[config.mk]
export PLATFORM = sky130hd
export DESIGN_NAME = packet_scheduler_flat
export DESIGN_NICKNAME = d
export VERILOG_FILES = /design/src/rtl/switch_pkg.sv /design/src/rtl/packet_scheduler_if.sv /design/src/rtl/rr_arb3.sv /design/src/rtl/packet_scheduler.sv /design/src/flat_wrapper.sv
export SDC_FILE = /design/constraint.sdc
export NUM_CORES = 1
export LEC_CHECK = 0
export CAP_MARGIN = 30
export CORE_ASPECT_RATIO = 0.5
export CORE_MARGIN = 2
export CORE_UTILIZATION = 39
export DETAILED_ROUTE_END_ITERATION = 10
export GPL_TIMING_DRIVEN = 0
export PLACE_DENSITY = 0.57
export SYNTH_ARGS = -nofsm -noshare
export SYNTH_HDL_FRONTEND = slang
export SYNTH_SLANG_ARGS = --single-unit
[constraint.sdc]
create_clock -name clk -period 2.9 [get_ports clk]
set_clock_uncertainty 0.05 [all_clocks]
set_input_delay 0.29 -clock clk [delete_from_list [all_inputs] [get_ports clk]]
set_output_delay 0.29 -clock clk [all_outputs]
set_load 0.01 [all_outputs]
[src/rtl/switch_pkg.sv]
// rtl/switch_pkg.sv - port codes, header field ranges and per-input state for the 3-port switch
package switch_pkg;

    localparam logic [1:0] PORT_NONE = 2'b00;
    localparam logic [1:0] PORT1     = 2'b01;
    localparam logic [1:0] PORT2     = 2'b10;
    localparam logic [1:0] PORT3     = 2'b11;

    localparam int DEST_LSB = 0;
    localparam int DEST_MSB = 1;
    localparam int LEN_LSB  = 2;
    localparam int LEN_MSB  = 7;

    typedef enum logic [1:0] {
        IDLE = 2'd0,
        FWD  = 2'd1,
        DROP = 2'd2
    } in_state_t;

    // Zero-based port index to its 2-bit port code.
    function automatic logic [1:0] port_code(input int idx);
        return 2'(idx + 1);
    endfunction

endpackage

[src/rtl/packet_scheduler_if.sv]
// rtl/packet_scheduler_if.sv - FIFO head/empty inputs and crossbar/pop outputs of the scheduler
interface packet_scheduler_if;
    logic [7:0] data1, data2, data3;
    logic       empty1, empty2, empty3;
    logic [1:0] sel1, sel2, sel3;
    logic       en1, en2, en3;
    logic       rdreq1, rdreq2, rdreq3;

    modport master (
        input  data1, data2, data3, empty1, empty2, empty3,
        output sel1, sel2, sel3, en1, en2, en3, rdreq1, rdreq2, rdreq3
    );

    modport slave (
        output data1, data2, data3, empty1, empty2, empty3,
        input  sel1, sel2, sel3, en1, en2, en3, rdreq1, rdreq2, rdreq3
    );
endinterface

[src/rtl/rr_arb3.sv]
// rtl/rr_arb3.sv - 3-way round-robin picker, search starts at the input after the last grant
module rr_arb3 (
    input  logic [2:0] i_req,
    input  logic [1:0] i_last,
    output logic [2:0] o_gnt
);

    always_comb begin
        o_gnt = 3'b000;
        case (i_last)
            2'b01: begin
                if      (i_req[1]) o_gnt = 3'b010;
                else if (i_req[2]) o_gnt = 3'b100;
                else if (i_req[0]) o_gnt = 3'b001;
            end
            2'b10: begin
                if      (i_req[2]) o_gnt = 3'b100;
                else if (i_req[0]) o_gnt = 3'b001;
                else if (i_req[1]) o_gnt = 3'b010;
            end
            default: begin
                if      (i_req[0]) o_gnt = 3'b001;
                else if (i_req[1]) o_gnt = 3'b010;
                else if (i_req[2]) o_gnt = 3'b100;
            end
        endcase
    end

endmodule

[src/rtl/packet_scheduler.sv]
// rtl/packet_scheduler.sv - packet-granular crossbar scheduler with per-output round-robin
module packet_scheduler
    import switch_pkg::*;
(
    input  logic                clk,
    input  logic                reset,
    packet_scheduler_if.master  io_bus
);

    logic [7:0] w_data  [3];
    logic [2:0] w_empty;

    in_state_t  r_state [3];
    in_state_t  w_state_nx [3];
    logic [1:0] r_out   [3];
    logic [1:0] w_out_nx [3];
    logic [5:0] r_rem   [3];
    logic [5:0] w_rem_nx [3];
    logic [1:0] r_last  [3];
    logic [1:0] w_last_nx [3];

    logic [2:0] w_busy;
    logic [1:0] w_owner [3];
    logic [2:0] w_req   [3];
    logic [2:0] w_gnt   [3];

    logic [1:0] w_sel   [3];
    logic [2:0] w_en;
    logic [2:0] w_rdreq;

    assign w_data[0] = io_bus.data1;
    assign w_data[1] = io_bus.data2;
    assign w_data[2] = io_bus.data3;
    assign w_empty   = {io_bus.empty3, io_bus.empty2, io_bus.empty1};

    // An output is owned only from the cycle after its header until the last payload word.
    always_comb begin
        for (int o = 0; o < 3; o++) begin
            w_busy[o]  = 1'b0;
            w_owner[o] = 2'd0;
            for (int i = 0; i < 3; i++) begin
                if (r_state[i] == FWD && r_out[i] == port_code(o)) begin
                    w_busy[o]  = 1'b1;
                    w_owner[o] = 2'(i);
                end
            end
        end
    end

    always_comb begin
        for (int o = 0; o < 3; o++) begin
            for (int i = 0; i < 3; i++) begin
                w_req[o][i] = (r_state[i] == IDLE) && !w_empty[i] && !w_busy[o] &&
                              (w_data[i][DEST_MSB:DEST_LSB] == port_code(o));
            end
        end
    end

    for (genvar g = 0; g < 3; g++) begin : g_arb
        rr_arb3 u_arb (
            .i_req  (w_req[g]),
            .i_last (r_last[g]),
            .o_gnt  (w_gnt[g])
        );
    end

    always_comb begin
        w_en    = 3'b000;
        w_rdreq = 3'b000;
        for (int o = 0; o < 3; o++) begin
            w_sel[o]     = PORT_NONE;
            w_last_nx[o] = r_last[o];
        end
        for (int i = 0; i < 3; i++) begin
            w_state_nx[i] = r_state[i];
            w_out_nx[i]   = r_out[i];
            w_rem_nx[i]   = r_rem[i];
        end

        for (int o = 0; o < 3; o++) begin
            if (w_busy[o]) begin
                w_sel[o] = port_code(int'(w_owner[o]));
                w_en[o]  = !w_empty[w_owner[o]];
            end else begin
                for (int i = 0; i < 3; i++) begin
                    if (w_gnt[o][i]) begin
                        w_sel[o]     = port_code(i);
                        w_en[o]      = 1'b1;
                        w_rdreq[i]   = 1'b1;
                        w_last_nx[o] = port_code(i);
                        if (w_data[i][LEN_MSB:LEN_LSB] != 6'd0) begin
                            w_state_nx[i] = FWD;
                            w_out_nx[i]   = port_code(o);
                            w_rem_nx[i]   = w_data[i][LEN_MSB:LEN_LSB];
                        end
                    end
                end
            end
        end

        for (int i = 0; i < 3; i++) begin
            case (r_state[i])
                IDLE: begin
                    if (!w_empty[i] && w_data[i][DEST_MSB:DEST_LSB] == PORT_NONE) begin
                        w_rdreq[i] = 1'b1;
                        if (w_data[i][LEN_MSB:LEN_LSB] != 6'd0) begin
                            w_state_nx[i] = DROP;
                            w_rem_nx[i]   = w_data[i][LEN_MSB:LEN_LSB];
                        end
                    end
                end
                FWD, DROP: begin
                    if (!w_empty[i]) begin
                        w_rdreq[i]  = 1'b1;
                        w_rem_nx[i] = r_rem[i] - 6'd1;
                        if (r_rem[i] == 6'd1) w_state_nx[i] = IDLE;
                    end
                end
                default: w_state_nx[i] = IDLE;
            endcase
        end

        if (reset) begin
            w_en    = 3'b000;
            w_rdreq = 3'b000;
            for (int o = 0; o < 3; o++) w_sel[o] = PORT_NONE;
        end
    end

    always_ff @(posedge clk) begin
        if (reset) begin
            for (int i = 0; i < 3; i++) begin
                r_state[i] <= IDLE;
                r_out[i]   <= PORT_NONE;
                r_rem[i]   <= 6'd0;
                r_last[i]  <= PORT3;
            end
        end else begin
            for (int i = 0; i < 3; i++) begin
                r_state[i] <= w_state_nx[i];
                r_out[i]   <= w_out_nx[i];
                r_rem[i]   <= w_rem_nx[i];
                r_last[i]  <= w_last_nx[i];
            end
        end
    end

    assign io_bus.sel1   = w_sel[0];
    assign io_bus.sel2   = w_sel[1];
    assign io_bus.sel3   = w_sel[2];
    assign io_bus.en1    = w_en[0];
    assign io_bus.en2    = w_en[1];
    assign io_bus.en3    = w_en[2];
    assign io_bus.rdreq1 = w_rdreq[0];
    assign io_bus.rdreq2 = w_rdreq[1];
    assign io_bus.rdreq3 = w_rdreq[2];

endmodule
[src/flat_wrapper.sv]
// flat-port wrapper written by rule: the top's interface ports become plain ports
module packet_scheduler_flat import switch_pkg::*;
  (clk, reset, io_bus_data1, io_bus_data2, io_bus_data3, io_bus_empty1, io_bus_empty2, io_bus_empty3, io_bus_sel1, io_bus_sel2, io_bus_sel3, io_bus_en1, io_bus_en2, io_bus_en3, io_bus_rdreq1, io_bus_rdreq2, io_bus_rdreq3);
  packet_scheduler_if io_bus_i ();
  input  logic clk;
  input  logic reset;
  input wire logic [$bits(io_bus_i.data1)-1:0] io_bus_data1;
  input wire logic [$bits(io_bus_i.data2)-1:0] io_bus_data2;
  input wire logic [$bits(io_bus_i.data3)-1:0] io_bus_data3;
  input wire logic [$bits(io_bus_i.empty1)-1:0] io_bus_empty1;
  input wire logic [$bits(io_bus_i.empty2)-1:0] io_bus_empty2;
  input wire logic [$bits(io_bus_i.empty3)-1:0] io_bus_empty3;
  output wire logic [$bits(io_bus_i.sel1)-1:0] io_bus_sel1;
  output wire logic [$bits(io_bus_i.sel2)-1:0] io_bus_sel2;
  output wire logic [$bits(io_bus_i.sel3)-1:0] io_bus_sel3;
  output wire logic [$bits(io_bus_i.en1)-1:0] io_bus_en1;
  output wire logic [$bits(io_bus_i.en2)-1:0] io_bus_en2;
  output wire logic [$bits(io_bus_i.en3)-1:0] io_bus_en3;
  output wire logic [$bits(io_bus_i.rdreq1)-1:0] io_bus_rdreq1;
  output wire logic [$bits(io_bus_i.rdreq2)-1:0] io_bus_rdreq2;
  output wire logic [$bits(io_bus_i.rdreq3)-1:0] io_bus_rdreq3;
  assign io_bus_i.data1 = io_bus_data1;
  assign io_bus_i.data2 = io_bus_data2;
  assign io_bus_i.data3 = io_bus_data3;
  assign io_bus_i.empty1 = io_bus_empty1;
  assign io_bus_i.empty2 = io_bus_empty2;
  assign io_bus_i.empty3 = io_bus_empty3;
  assign io_bus_sel1 = io_bus_i.sel1;
  assign io_bus_sel2 = io_bus_i.sel2;
  assign io_bus_sel3 = io_bus_i.sel3;
  assign io_bus_en1 = io_bus_i.en1;
  assign io_bus_en2 = io_bus_i.en2;
  assign io_bus_en3 = io_bus_i.en3;
  assign io_bus_rdreq1 = io_bus_i.rdreq1;
  assign io_bus_rdreq2 = io_bus_i.rdreq2;
  assign io_bus_rdreq3 = io_bus_i.rdreq3;
  packet_scheduler u_core (.clk(clk), .reset(reset), .io_bus(io_bus_i));
endmodule
# ---- After elaboration in Yosys (flattened, before gate mapping)
# Memory sizes are Yosys's and may differ from the RTL's.
# Index checks and enable logic that the tools add are counted.
dict set report totals {
  ff_bits 0
  elab_cells 327
  n_memories 4
  mem_bits_rw 36
  out_inout_bits 12
}
# memory depth width rd rd_clocked_by_memory_dff wr line_no
set mem_list {}
lappend mem_list {u_core.r_rem 3 6 3 0 3 packet_scheduler.sv:17} ;# logic [5:0] r_rem [3];
lappend mem_list {u_core.r_last 3 2 3 0 3 packet_scheduler.sv:19} ;# logic [1:0] r_last [3];
lappend mem_list {u_core.r_out 3 2 3 0 3 packet_scheduler.sv:15} ;# logic [1:0] r_out [3];
lappend mem_list {u_core.r_state 3 2 3 0 3 packet_scheduler.sv:13} ;# in_state_t r_state [3];
dict set report op_classes {
  n_addsub 6
  bitwise_logic 12
  n_eq_ne 33
  order_cmp 3
  n_mux 215
  n_reduce_logical 54
}
# cell count
set op_table {}
lappend op_table {{$mux 6} 37}
lappend op_table {{$mux 2} 87}
lappend op_table {{$mux 3} 23}
lappend op_table {{$mux 18} 3}
lappend op_table {{$mux 1} 50}
lappend op_table {{$eq 2x2->1 const B} 18}
lappend op_table {{$pmux 6 s2} 3}
lappend op_table {{$logic_and 1x1->1} 33}
lappend op_table {{$eq 2x1->1 const B} 12}
lappend op_table {{$eq 6x1->1 const B} 3}
lappend op_table {{$pmux 3 s2} 3}
lappend op_table {{$reduce_bool 6->1} 3}
lappend op_table {{$sub 6x1->6 const B} 3}
lappend op_table {{$logic_not 2->1} 6}
lappend op_table {{$or 1x1->1} 12}
lappend op_table {{$pmux 2 s2} 3}
lappend op_table {{$logic_not 1->1} 9}
lappend op_table {{$lt 2x3->1 const B} 3}
lappend op_table {{$add 2x1->2 const B} 3}
lappend op_table {{$bmux 1 s2} 3}
lappend op_table {{$pmux 1 s2} 3}
lappend op_table {{$reduce_or 2->1} 3}

# ---- Depth between registers and ports, before layout
# An unclocked memory read counts as a cell.
dict set report depth {
  depth_word 25
  mapped_depth 11
  ltp_nobuf 9
}

# ---- By module
# Synthesis repeated with hierarchy kept, for this count alone.
dict set report hier_totals {
  cells_unflattened 444
  hier_area_um2 3369.5
}
# mod instances area_each_um2 cells_each
set by_module_without_submodules {}
lappend by_module_without_submodules {packet_scheduler 1 3009.1 393}
lappend by_module_without_submodules {rr_arb3 3 120.1 17}

# ---- Least setup slack after synthesis
# OpenSTA, ideal clock, no wires.
dict set report synth_timing {
  kind {register -> output}
  startpoint {memory u_core.r_state[0][2] (netlist name)}
  endpoint {output port io_bus_rdreq1}
  required_time_ns 2.560
  path_slack_ns 0.410
  t_arrival_ns 2.150
  path_stages_with_launch 11
  cell_sequence {dfxtp_1 -> inv_1 -> ha_1 -> and4bb_1 -> nand4_2 -> a211oi_2 -> or4_1 -> buf_2 -> nand3_1 -> nor2_1 -> nor3_1}
}
# element line_no
set synth_rtl {}
lappend synth_rtl {{start: declaration} packet_scheduler.sv:13}
lappend synth_rtl {{end: declaration} flat_wrapper.sv:19} ;# output wire logic [$bits(io_bus_i.rdreq1)-1:0] io_bus_rdreq1;

==> results.md <==
- Outcome: completed
- Final setup fails: 0
- Vias per cell: 5.743
- Initial antenna violation count: 0
- Max-Cap Viols: 0
- Worst hold path cell count: 2
- Worst-Skew Late Latency: 0.29 ns
- Gr ovfl total: 0
- Cell variety after synth: 61
- Cts hold-fix bufs: 0
- Synth area leader: dfxtp_1
- N_diodes: 0
- Area occupied by multi-input gates: 2492 sq um
- WS Path Type: flop to primary output
- Total wire length: 9.942 mm
- Final Non-Filler Cells: 602
- Worst slack at placement: -0.7216 ns
- CP endpoint kind: primary output
- Power Dens Cells: 508.4 nW/um^2
- Min cycle time layout: 2.873 ns
- Vias in the first global route: 3181
- Slew Limit Fails: 0
- Total Routing Usage GR: 0.2326
- Htree depth: 2
- Seq cells post-synth: 36
- Max IR drop VDD: 0.2482 mV
- Most frequent cells in the layout: nor2_1, o21ai_0, nand2_1
- Slowest CP cell: or4_1
- Max_slew headroom: 0.3869
- Final hold vios: 0
- Die Height: 67.44 um
- Synth Flop Type: dfxtp_1
- Final ANT Viol Nets: 0
- Drt drc: 0
- Critical path startpoint category: flop
- Die ar.: 8827 sq um
- Worst setup startpoint: u_core.r_state[0][1]$_SDFF_PP0_
- Area Overhead vs Synth: 34.99%
- GPL Wtd Cong: 0.8554
- Hpwl dp: 6.923 mm
- DRT iter0 DRCs: 293
- Mapped Area: 3139 sq um
- CTS tree: done
- IO buf count: 39
- Register area share after synthesis: 0.2296
- Worst endpoint data arrival time: 2.53 ns
- Width of the die: 130.9 um
- Register Area: 733.2 sq um
- DR WL/cell: 16.51 um
- Max Fclk: 348.1 MHz
- RR Startpoint: u_core.r_state[0][3]$_SDFF_PP0_
- Layout Nets: 539
- P_leak: 1.696 nW
- IO Count: 41
- Total Power: 2.154 mW
- Max Root-Sink Buffers: 2
- Core ar.: 7914 sq um
- First-pass GRT wire length: 15.97 mm
- Worst slew pin tran: 0.9172 ns
- Worst Path Max Fanout: 8
- Drt pass-1 iters: 5
- Inst Count DP: 572
- Synth Net Count: 471
- Number of synthesized flops with an enable pin: 0
- Syn_area_per_cell: 7.457 sq um
- Largest net degree at the start of global routing: 11
- Number of buffers created by CTS: 5
- Worst-path clk slew: 0.06 ns
- CP required: 2.56 ns
- Yosys top cell area share: 0.2296
- Asr flop ratio synth: 0
- Layout cells sized above 1: 0.1878
- Root Driver: clkbuf_16
- Worst path max stage delay: 0.50 ns
- Clock tree sinks: 36
- Tcrit/Tclk final: 0.9907
- FP Rows: 23
- CP Cell Sequence: inv_4, ha_4, nand3b_1, nand4_4, a211oi_4, or4_1, buf_6, o211ai_1, nand2_1, a21oi_1, buf_2
- # fillers: 771
- Final WS setup: 0.02699 ns
- Min-delay worst type: flop to flop
- Initial core utilization: 0.3967
- RSZ-0062 raised after global routing: yes
- Mapped Cells: 421
- Worst min-delay path startpoint: u_core.r_rem[0][13]$_SDFF_PP0_
- Vias: 3457
- Commonest non-fill, non-tap cell in the layout: nor2_1
- Synth top area cells: dfxtp_1, ha_1, o21ai_0
- Worst reg2reg path depth: 11
- Final TNS setup: 0 ns
- Yosys warns: 0
[final cells by class]
type,count,area share
Multi-Input combinational cell,344,0.5881
Sequential cell,36,0.1730
Timing Repair Buffer,62,0.1261
Clock buffer,8,0.03454
Tap cell,112,0.03307
Inverter,28,0.02657
Buffer,12,0.01860
[state kept, by name (all words and copies together), names as in the netlist]
register        flops
u_core.r_rem       18
u_core.r_state      6
u_core.r_last       6
u_core.r_out        6
[worst max-delay path, delay by kind of cell (launching register included)]
kind,cells,cell delay (ns)
simple gates,4,0.99
compound gates,3,0.39
buf+inv,3,0.38
flops,1,0.34
fa+ha+maj,1,0.14
[metal layers]
layer / vias to the layer above / share of wire / routed length (um) / global-route usage
li1: 1703 / - / - / -
met4: 0 / 0.012 / 120 / 0.04654
met3: 11 / 0.060 / 601 / 0.04437
met2: 106 / 0.44 / 4424 / 0.3822
met5: - / 0 / 0 / 0
met1: 1637 / 0.48 / 4796 / 0.3219
[power by group]
part	leakage [nW]	total, mW	internal, mW	switching, mW
registers	0.298	0.660	0.572	0.0881
clock network	0.0712	0.567	0.344	0.224
logic	1.33	0.927	0.438	0.489
[cell usage after synthesis (5+ instances only)]
cell      number
a21oi_1       36
a22o_1         9
a22oi_1        9
a31oi_1       10
and3_1         6
clkbuf_1       9
dfxtp_1       36
ha_1          21
inv_1         28
nand2_1       35
nand3_1       13
nand4_1        5
nor2_1        46
nor3_1        12
o21ai_0       41
or3_1          5
xnor2_1        5
xor2_1         7
[worst paths after layout]
path | end | slack (ns)
max | io_bus_sel1[0] | 0.03
min | u_core.r_rem[0][13]$_SDFF_PP0_ | 0.42
max reg2reg | u_core.r_rem[0][16]$_SDFF_PP0_ | 0.19
min reg2reg | u_core.r_rem[0][13]$_SDFF_PP0_ | 0.42
[per-stage QoR]
stage	hold WS [ns]	utilization	area, sq um
2_1_floorplan	0.3609	-	3139
5_1_grt	0.4517	0.5355	4238
6_report	0.4222	0.5355	4238
3_3_place_gp	0.4128	0.4637	3670
4_1_cts	0.4247	0.5192	4109
3_5_place_dp	0.4159	0.4637	3670
[timing repair]
item / in CTS / in global routing
pin swaps: 18 / 15
endpoints found under the hold margin: 0 / 0
gates resized for setup: 66 / 31
setup buffers: 12 / 11
setup endpoints to repair: 13 / 14
[logic make-up (layout without fill, tap and decap cells)]
logic type                 Yosys count  count (layout)  share of synthesized area
and+or+nand+nor                    161             161                     0.2770
AOI/OAI and AO/OA                  146             146                     0.3081
buffers and inverters               41             110                    0.05460
DFF                                 36              36                     0.2296
adders and majority gates           21              21                    0.08370
xor gates and xnor gates            12              12                    0.03348
muxes                                4               4                    0.01355
Power figures use the tool's default switching activity.
